`config.mk`:
```
export PLATFORM = sky130hd
export DESIGN_NAME = fixed_rrelu_backward
export DESIGN_NICKNAME = d
export VERILOG_FILES = /design/src/rtl/fixed_rrelu_pkg.sv /design/src/rtl/fixed_rrelu_backward_lane.sv /design/src/rtl/fixed_rrelu_backward.sv
export SDC_FILE = /design/constraint.sdc
export NUM_CORES = 1
export LEC_CHECK = 0
export ABC_AREA = 0
export CORE_UTILIZATION = 45
export CTS_CLUSTER_SIZE = 25
export DETAILED_ROUTE_END_ITERATION = 6
export GPL_TIMING_DRIVEN = 0
export PLACE_DENSITY = 0.75
export SYNTH_ARGS = -nofsm -noshare
export SYNTH_HDL_FRONTEND = slang
export SYNTH_SLANG_ARGS = --single-unit
```
`constraint.sdc`:
```
create_clock -name clk -period 6.5 [get_ports clk]
set_input_delay 0.65 -clock clk [delete_from_list [all_inputs] [get_ports clk]]
set_output_delay 0.65 -clock clk [all_outputs]
set_load 0.1 [all_outputs]
```
`src/rtl/fixed_rrelu_pkg.sv`:
```
// Shared definitions for the fixed-point randomized leaky ReLU forward/backward blocks:
// slope mask, LFSR step, default polynomial and the saturation helper.
package fixed_rrelu_pkg;

    localparam logic [31:0] DEFAULT_LFSR_POLY = 32'h04c1_1db7;

    // Slope bits [p1-upper-1 : p1-lower] survive: slope in [0, 2^-upper) at 2^-lower resolution.
    function automatic logic [63:0] rrelu_mask(input int p1, input int upper, input int lower);
        logic [63:0] m;
        m = '0;
        for (int i = 0; i < 64; i++) begin
            if ((i >= p1 - lower) && (i <= p1 - upper - 1)) m[i] = 1'b1;
        end
        return m;
    endfunction

    // Left-shifting Galois step on a w-bit register; bits at and above w are don't-care.
    function automatic logic [63:0] lfsr_step(input logic [63:0] state, input logic [63:0] poly,
                                              input int w);
        logic [63:0] nxt;
        nxt = state << 1;
        if (state[w-1]) nxt = nxt ^ poly;
        return nxt;
    endfunction

    function automatic logic signed [127:0] saturate(input logic signed [127:0] v, input int w);
        logic signed [127:0] hi;
        logic signed [127:0] lo;
        hi = (128'sd1 <<< (w - 1)) - 128'sd1;
        lo = -(128'sd1 <<< (w - 1));
        if (v > hi) return hi;
        if (v < lo) return lo;
        return v;
    endfunction

endpackage

```
`src/rtl/fixed_rrelu_backward_lane.sv`:
```
// One gradient lane: regenerates the forward slope with its own LFSR and scales the
// gradient where the forward input was negative. Clamps instead of wrapping when
// FIXED_RRELU_BACKWARD_SATURATE_EN is defined.
module fixed_rrelu_backward_lane
    import fixed_rrelu_pkg::*;
#(
    parameter int          P0        = 32,
    parameter int          P1        = 16,
    parameter int          OP0       = 32,
    parameter int          UPPER     = 1,
    parameter int          LOWER     = 6,
    parameter logic [31:0] LFSR_POLY = DEFAULT_LFSR_POLY
) (
    input  logic                  clk,
    input  logic                  rst,
    input  logic                  adv_i,
    input  logic                  seed_load_i,
    input  logic [P0-1:0]         seed_i,
    input  logic signed [P0-1:0]  grad_i,
    input  logic                  sign_i,
    output logic signed [OP0-1:0] grad_o
);
    localparam logic [P0-1:0] MASK = P0'(rrelu_mask(P1, UPPER, LOWER));
    localparam logic [P0-1:0] POLY = P0'(LFSR_POLY);

    logic [P0-1:0]          lfsr_q;
    logic [P0-1:0]          lfsr_d;
    logic [P0-1:0]          lfsr_next;
    logic signed [P0-1:0]   slope;
    logic signed [2*P0-1:0] prod;
    logic signed [2*P0-1:0] scaled;
    logic signed [2*P0-1:0] passed;
    logic signed [2*P0-1:0] sel;

    assign lfsr_next = P0'(lfsr_step(64'(lfsr_q), 64'(POLY), P0));

    // The slope for a beat is taken from the state the LFSR is about to move to,
    // matching the forward block which draws its slope the same way.
    assign slope  = MASK & lfsr_next;
    assign prod   = (2*P0)'(slope) * (2*P0)'(grad_i);
    assign scaled = prod >>> P1;
    assign passed = (2*P0)'(grad_i);
    assign sel    = sign_i ? scaled : passed;

`ifdef FIXED_RRELU_BACKWARD_SATURATE_EN
    assign grad_o = OP0'(saturate(128'(sel), OP0));
`else
    assign grad_o = OP0'(sel);
`endif

    always_comb begin
        lfsr_d = lfsr_q;
        if (seed_load_i) begin
            lfsr_d = (seed_i == '0) ? '1 : seed_i;
        end else if (adv_i) begin
            lfsr_d = lfsr_next;
        end
    end

    always_ff @(posedge clk) begin
        if (rst) lfsr_q <= '1;
        else     lfsr_q <= lfsr_d;
    end

endmodule

```
`src/rtl/fixed_rrelu_backward.sv`:
```
// Randomized leaky ReLU backward pass on a valid/ready gradient stream, one register of latency.
// Optional: define FIXED_RRELU_BACKWARD_SATURATE_EN to clamp results instead of wrapping.
module fixed_rrelu_backward
    import fixed_rrelu_pkg::*;
#(
    parameter int          DATA_IN_0_PRECISION_0       = 32,
    parameter int          DATA_IN_0_PRECISION_1       = 16,
    parameter int          DATA_IN_0_PARALLELISM_DIM_0 = 1,
    parameter int          DATA_IN_0_PARALLELISM_DIM_1 = 1,
    parameter int          DATA_OUT_0_PRECISION_0      = 32,
    parameter int          DATA_OUT_0_PRECISION_1      = 16,
    parameter int          UPPER                       = 1,
    parameter int          LOWER                       = 6,
    parameter logic [31:0] LFSR_POLY                   = DEFAULT_LFSR_POLY,
    localparam int N   = DATA_IN_0_PARALLELISM_DIM_0 * DATA_IN_0_PARALLELISM_DIM_1,
    localparam int P0  = DATA_IN_0_PRECISION_0,
    localparam int OP0 = DATA_OUT_0_PRECISION_0
) (
    input  logic                  clk,
    input  logic                  rst,
    input  logic signed [P0-1:0]  data_in_0 [N],
    input  logic [N-1:0]          sign_in_0,
    input  logic                  data_in_0_valid,
    output logic                  data_in_0_ready,
    output logic signed [OP0-1:0] data_out_0 [N],
    output logic                  data_out_0_valid,
    input  logic                  data_out_0_ready,
    input  logic                  seed_load,
    input  logic [P0-1:0]         seed_value
);
    // Output fraction must equal input fraction; a mismatched build gets an unusable shift.
    localparam int FRAC = (DATA_OUT_0_PRECISION_1 == DATA_IN_0_PRECISION_1) ?
                          DATA_IN_0_PRECISION_1 : -1;

    logic                  accept;
    logic signed [OP0-1:0] lane_grad  [N];
    logic                  out_valid_q;
    logic                  out_valid_d;
    logic signed [OP0-1:0] out_data_q [N];
    logic signed [OP0-1:0] out_data_d [N];

    assign data_in_0_ready  = !seed_load && (!out_valid_q || data_out_0_ready);
    assign accept           = data_in_0_valid && data_in_0_ready;
    assign data_out_0_valid = out_valid_q;
    assign data_out_0       = out_data_q;

    for (genvar i = 0; i < N; i++) begin : g_lane
        fixed_rrelu_backward_lane #(
            .P0        (P0),
            .P1        (FRAC),
            .OP0       (OP0),
            .UPPER     (UPPER),
            .LOWER     (LOWER),
            .LFSR_POLY (LFSR_POLY)
        ) u_lane (
            .clk         (clk),
            .rst         (rst),
            .adv_i       (accept),
            .seed_load_i (seed_load),
            .seed_i      (seed_value),
            .grad_i      (data_in_0[i]),
            .sign_i      (sign_in_0[i]),
            .grad_o      (lane_grad[i])
        );
    end

    // Accepting a new beat overwrites the register even while the old one drains.
    always_comb begin
        out_valid_d = out_valid_q;
        out_data_d  = out_data_q;
        if (accept) begin
            out_valid_d = 1'b1;
            out_data_d  = lane_grad;
        end else if (data_out_0_ready) begin
            out_valid_d = 1'b0;
        end
    end

    always_ff @(posedge clk) begin
        if (rst) begin
            out_valid_q <= 1'b0;
            out_data_q  <= '{default: '0};
        end else begin
            out_valid_q <= out_valid_d;
            out_data_q  <= out_data_d;
        end
    end

endmodule

```
* Yosys cells after proc, flatten, opt, wreduce, memory -nomap -nowiden *
Cells that the tools add are included.

word-level totals
  flip-flop bits (word level) = 65
  output and inout bits = 34
  bits of input ports = 70

operators by class
  $mul = 1
  reductions and logical operators = 8
  bitwise logic cells = 1
  multiplexer cells = 7

operators with widths
  kind                                           number
  32-bit two-way mux                             4
  6-bit by 32-bit multiplier with 38-bit output  1
  32-bit zero test                               1
  27-bit two-way mux                             1
  14-bit NOT                                     1
  2-bit nonzero test                             2
  1-bit logical AND                              2
  1-bit zero test                                2
  1-bit two-way mux                              2
  1-bit logical OR                               1

* Longest topological paths before layout *
  depth in word-level cells = 6
  depth in mapped cells = 20

* Cells and area by module *
From an unflattened synthesis, not the netlist that was laid out.

unflattened totals
  cell total of the unflattened synthesis = 1103
  area, all modules = 9427.8 µm²

by module, submodules not included
  module                     cells each  area an instance (µm²)  seq. area each (µm²)  times used
  fixed_rrelu_backward_lane  959         7907.6                  640.6                 1
  fixed_rrelu_backward       144         1520.2                  660.6                 1

* Least setup slack after synthesis *
OpenSTA, ideal clock, no wires.

  kind = flip-flop to flip-flop
  start point = register g_lane[0].u_lane.lfsr_q[31]
  end point = register out_data_q (netlist bit data_out_0[29])
  clock period less this slack = 5061 ps
  slack = 1439 ps
  data required time = 6412 ps
  library setup time = 88 ps
  path buffers = 3
  cell stages (with the launch flop) = 21
  arrival = 4972 ps
  cells stage by stage = dfxtp_1 buf_6 xor2_1 clkbuf_1 and2_1 fa_1 fa_1 inv_1 fa_1 inv_1 ha_1 clkbuf_1 nand2_1 nor4_2 a21oi_1 a21boi_1 a311oi_2 a31oi_1 a31o_1 mux2_4 a311oi_2

on the way
  word-level cells in the longest chain between the ends = 3

RTL lines
  what                                           RTL line                         text
  start, declared                                fixed_rrelu_backward_lane.sv:26  logic [P0-1:0] lfsr_q;
  start signal, assigned                         fixed_rrelu_backward_lane.sv:62  else lfsr_q <= lfsr_d;
  27-bit two-way mux                             fixed_rrelu_pkg.sv:22            if (state[w-1]) nxt = nxt ^ poly;
  6-bit by 32-bit multiplier with 38-bit output  fixed_rrelu_backward_lane.sv:40  assign prod = (2*P0)'(slope) * (2*P0)'(grad_i);
  32-bit two-way mux                             fixed_rrelu_backward_lane.sv:43  assign sel = sign_i ? scaled : passed;
  end signal, assigned                           fixed_rrelu_backward.sv:85       out_data_q <= out_data_d;
  end, declared                                  fixed_rrelu_backward.sv:39       logic signed [OP0-1:0] out_data_q [N];

No other way between the ends.
A chain may end at the register's enable or synchronous reset.

* Worst setup path after layout *
Ends and elaborated chain as after synthesis.

==> flow_summary_export.csv <==
group,metric,value,unit
die,core_area,19500,sq um
pwr,switching_share,0.519,
clock_tree,clk_latency,0.34,ns
synthesis,synth_edf_count,0,
synthesis,ys.flop_type,"dfxtp_1",
clock_tree,cts_buffers,9,
die,dieHeight,143,um
synthesis,synth-async-reset-ratio,0,
die,initial_core_util,0.460,
critical_path,end_kind,"flip-flop",
sta,drv_slew,0,
finish,antenna_cells,0,
sta,max_freq,0.169,GHz
drt,dr.pass1.iters,5,
pwr,p_leak,4.80,nW
critical_path,critical_path_class,"flip-flop to flip-flop",
synthesis,postSynthAreaPerCell,8.23,sq um
die,pin_count,104,
drt,drt_iter0_markers,525,
job,maxCapViolCount,0,
placement,io_buffers,103,
sta,grt_setup_unrepaired,"false",
sta,post-route-min-period,5.93,ns
sta,relSlewSlack,0.290,
clock_tree,h-tree-depth,3,
sta,final-setup-viol-count,0,
pwr,power_frac_comb,0.741,
clock_tree,clk_pin_slew,0.06,ns
global_routing,overflow,0,
pwr,seq_power_share,0.121,
min_path,hold_path_class,"flip-flop to flip-flop",
sta,finalHoldViolCount,0,
finish,fill_cells,1753,
global_routing,grt_pass1_vias,7987,
drt,wl_per_cell,16.9,um
drt,routed_via_density,5.43,
synthesis,synth_cell_types,60,
pwr,p_clk_frac,0.138,
drt,drt_wl_total,24800,um
pwr,powerDensity,375,nW/um^2
pwr,p_int,0.00192,W
global_routing,grt_pass1_wl,40600,um
sta,period_share,0.912,
sta,skew,0.00619,ns
drt,ant_nets,0,
critical_path,start_kind,"flip-flop",
die,dieWidth,143,um
drt,drc,0,
global_routing,track_usage,0.255,
clock_tree,hold_buffers,0,
synthesis,synth_largest_area_cell,"fa_1",
sta,tightest_slew,1.06,ns
synthesis,mappedNetlistArea,8950,sq um
placement,hpwl,19900,um
pwr,total_power,0.00399,W
clock_tree,clockRootBuffer,"clkbuf_16",
synthesis,ys_warn_count,0,
outcome,status,"finished, final reports clean",
finish,nNetsFinal,1437,
synthesis,ys_top_cells_by_area,"fa_1 (21%), dfxtp_1 (15%), and2_1 (11%), ha_1 (9.8%), inv_1 (7.0%)",
finish,area_delta_synth_final,19.0,%
finish,drive_gt1_frac,0.0315,
clock_tree,cts_sinks,65,
synthesis,synth_cells,1087,
drt,vias,7990,
clock_tree,cts_tree,"built",
die,row_count,51,
pwr,power.switching,0.00207,W
critical_path,worst_ep_required_time,6.75,ns
critical_path,crit_fanout,10,
sta,tns,0,ns
global_routing,grt_max_degree,13,
placement,gp_congestion,0.901,
global_routing,antenna_found_initial,0,
critical_path,arrival,6.18,ns
synthesis,ys_seq_elements,65,
synthesis,yosys.area.top_type_share,0.215,
synthesis,yosysSeqAreaShare,0.145,
die,die-area,20400,sq um
synthesis,syn_nets,1323,
pwr,vdd_drop_max,0.213,mV
clock_tree,clockBufferDepth,2,
-- kinds of logic (layout without fill, tap and decap cells) --
| group | after synthesis | after routing | synth area share |
|---|---|---|---|
| mux | 19 | 19 | 0.0220 |
| buf+inv | 228 | 347 | 0.0968 |
| fa+ha+maj | 166 | 166 | 0.313 |
| simple gates | 358 | 358 | 0.219 |
| xor+xnor | 43 | 43 | 0.0463 |
| flops | 65 | 65 | 0.145 |
| compound gates | 208 | 208 | 0.158 |
-- path summary, 6_finish.rpt --
check | endpoint | slack [ns] | start | cells after the start
worst max-delay path | data_out_0[29]$_SDFFE_PP0P_ | 0.57 | g_lane[0].u_lane.lfsr_q[31]$_SDFFE_PP1P_ | 20
worst min-delay path | g_lane[0].u_lane.lfsr_q[20]$_SDFFE_PP1P_ | 0.48 | g_lane[0].u_lane.lfsr_q[19]$_SDFFE_PP1P_ | 2
worst max register to register | data_out_0[29]$_SDFFE_PP0P_ | 0.57 | g_lane[0].u_lane.lfsr_q[31]$_SDFFE_PP1P_ | 20
worst min register to register | g_lane[0].u_lane.lfsr_q[20]$_SDFFE_PP1P_ | 0.48 | g_lane[0].u_lane.lfsr_q[19]$_SDFFE_PP1P_ | 2
-- metrics by stage --
step | cells | setup WS, ns | util | hold WS (ns) | area (sq um)
finish | 1471 | 0.575 | 0.547 | 0.475 | 10600
global route | 1471 | 0.210 | 0.547 | 0.498 | 10600
CTS | 1471 | 0.279 | 0.547 | 0.481 | 10600
detailed placement | 1455 | 0.316 | 0.530 | 0.469 | 10300
global placement | 1455 | 0.353 | 0.530 | 0.457 | 10300
floorplan | 1087 | 1.44 | - | 0.443 | 8950
-- Yosys cell counts (10+ instances only) --
cell       count
a211oi_1      21
a21o_1        14
a21oi_1       51
a221oi_1      24
and2_1       154
clkbuf_1      53
dfxtp_1       65
fa_1          96
ha_1          70
inv_1        167
mux2i_1       17
nand2_1       69
nand3_1       10
nand4_1       11
nor2_1        49
nor3_1        11
o2111ai_1     11
o21ai_0       44
xnor2_1       21
xor2_1        20
-- power by group through the flow --
stage	Combinational, W	Clock, W	Sequential, W
detailed placement	0.00292	0	0.000491
global route	0.00333	0.000569	0.000488
global placement	0.00288	0	0.000490
CTS	0.00295	0.000550	0.000483
finish	0.00296	0.000550	0.000485
floorplan	0.00208	0	0.000683
-- final cells by class --
cell class,instances,area (sq um),area share
repair buffers,103,1030,0.0969
multi-input cells,794,6790,0.638
clock buffers,10,239,0.0224
flip-flops and latches,65,1300,0.122
plain buffers,61,239,0.0224
clock inverters,6,90.1,0.00846
inverters,167,627,0.0589
well taps,265,332,0.0311
-- registers in the layout, indices dropped and copies added (netlist names) --
signal / count
g_lane.u_lane.lfsr_q: 32
data_out_0: 32
data_out_0_valid: 1
-- timing repair --
item                                    CTS  global route
hold endpoints to repair                  0             0
endpoints found under the setup margin    0             2
setup buffers                             0             0
gates resized for setup                   0             1
-- worst max-delay path: stages, from the launching register on --
cell and delay, ns:
dfxtp_1 0.32, buf_6 0.18, xor2_2 0.52, clkbuf_1 0.38, and2_1 0.20, fa_1 0.45, fa_1 0.55, inv_1 0.05
fa_1 0.49, inv_1 0.04, ha_1 0.26, clkbuf_1 0.34, nand2_1 0.15, nor4_2 0.36, a21oi_1 0.14, a21boi_1 0.21
a311oi_2 0.09, a31oi_1 0.36, a31o_1 0.22, mux2_4 0.30, a311oi_2 0.22
-- routing by layer --
layer  wire (um)  GRT usage
met5           0          0
met2       11700      0.425
met3        1170     0.0241
met4         720     0.0917
met1       11300      0.343
-- placed cells by master, fill, tap and decap left out, drive strengths merged, types with 6 or more instances in the layout --
cell type and n:
a211oi 21, a21o 14, a21oi 53, a221oi 24, a31oi 7, and2 154, and3 6, buf 8
clkbuf 63, clkdlybuf4s50 103, dfxtp 65, fa 96, ha 70, inv 168, mux2i 17, nand2 69
nand3 10, nand3b 9, nand4 11, nor2 49, nor2b 7, nor3 12, nor3b 7, nor4 10
o2111ai 11, o21ai 46, xnor2 21, xor2 22
Note: power is estimated with default switching activity, not from simulation.
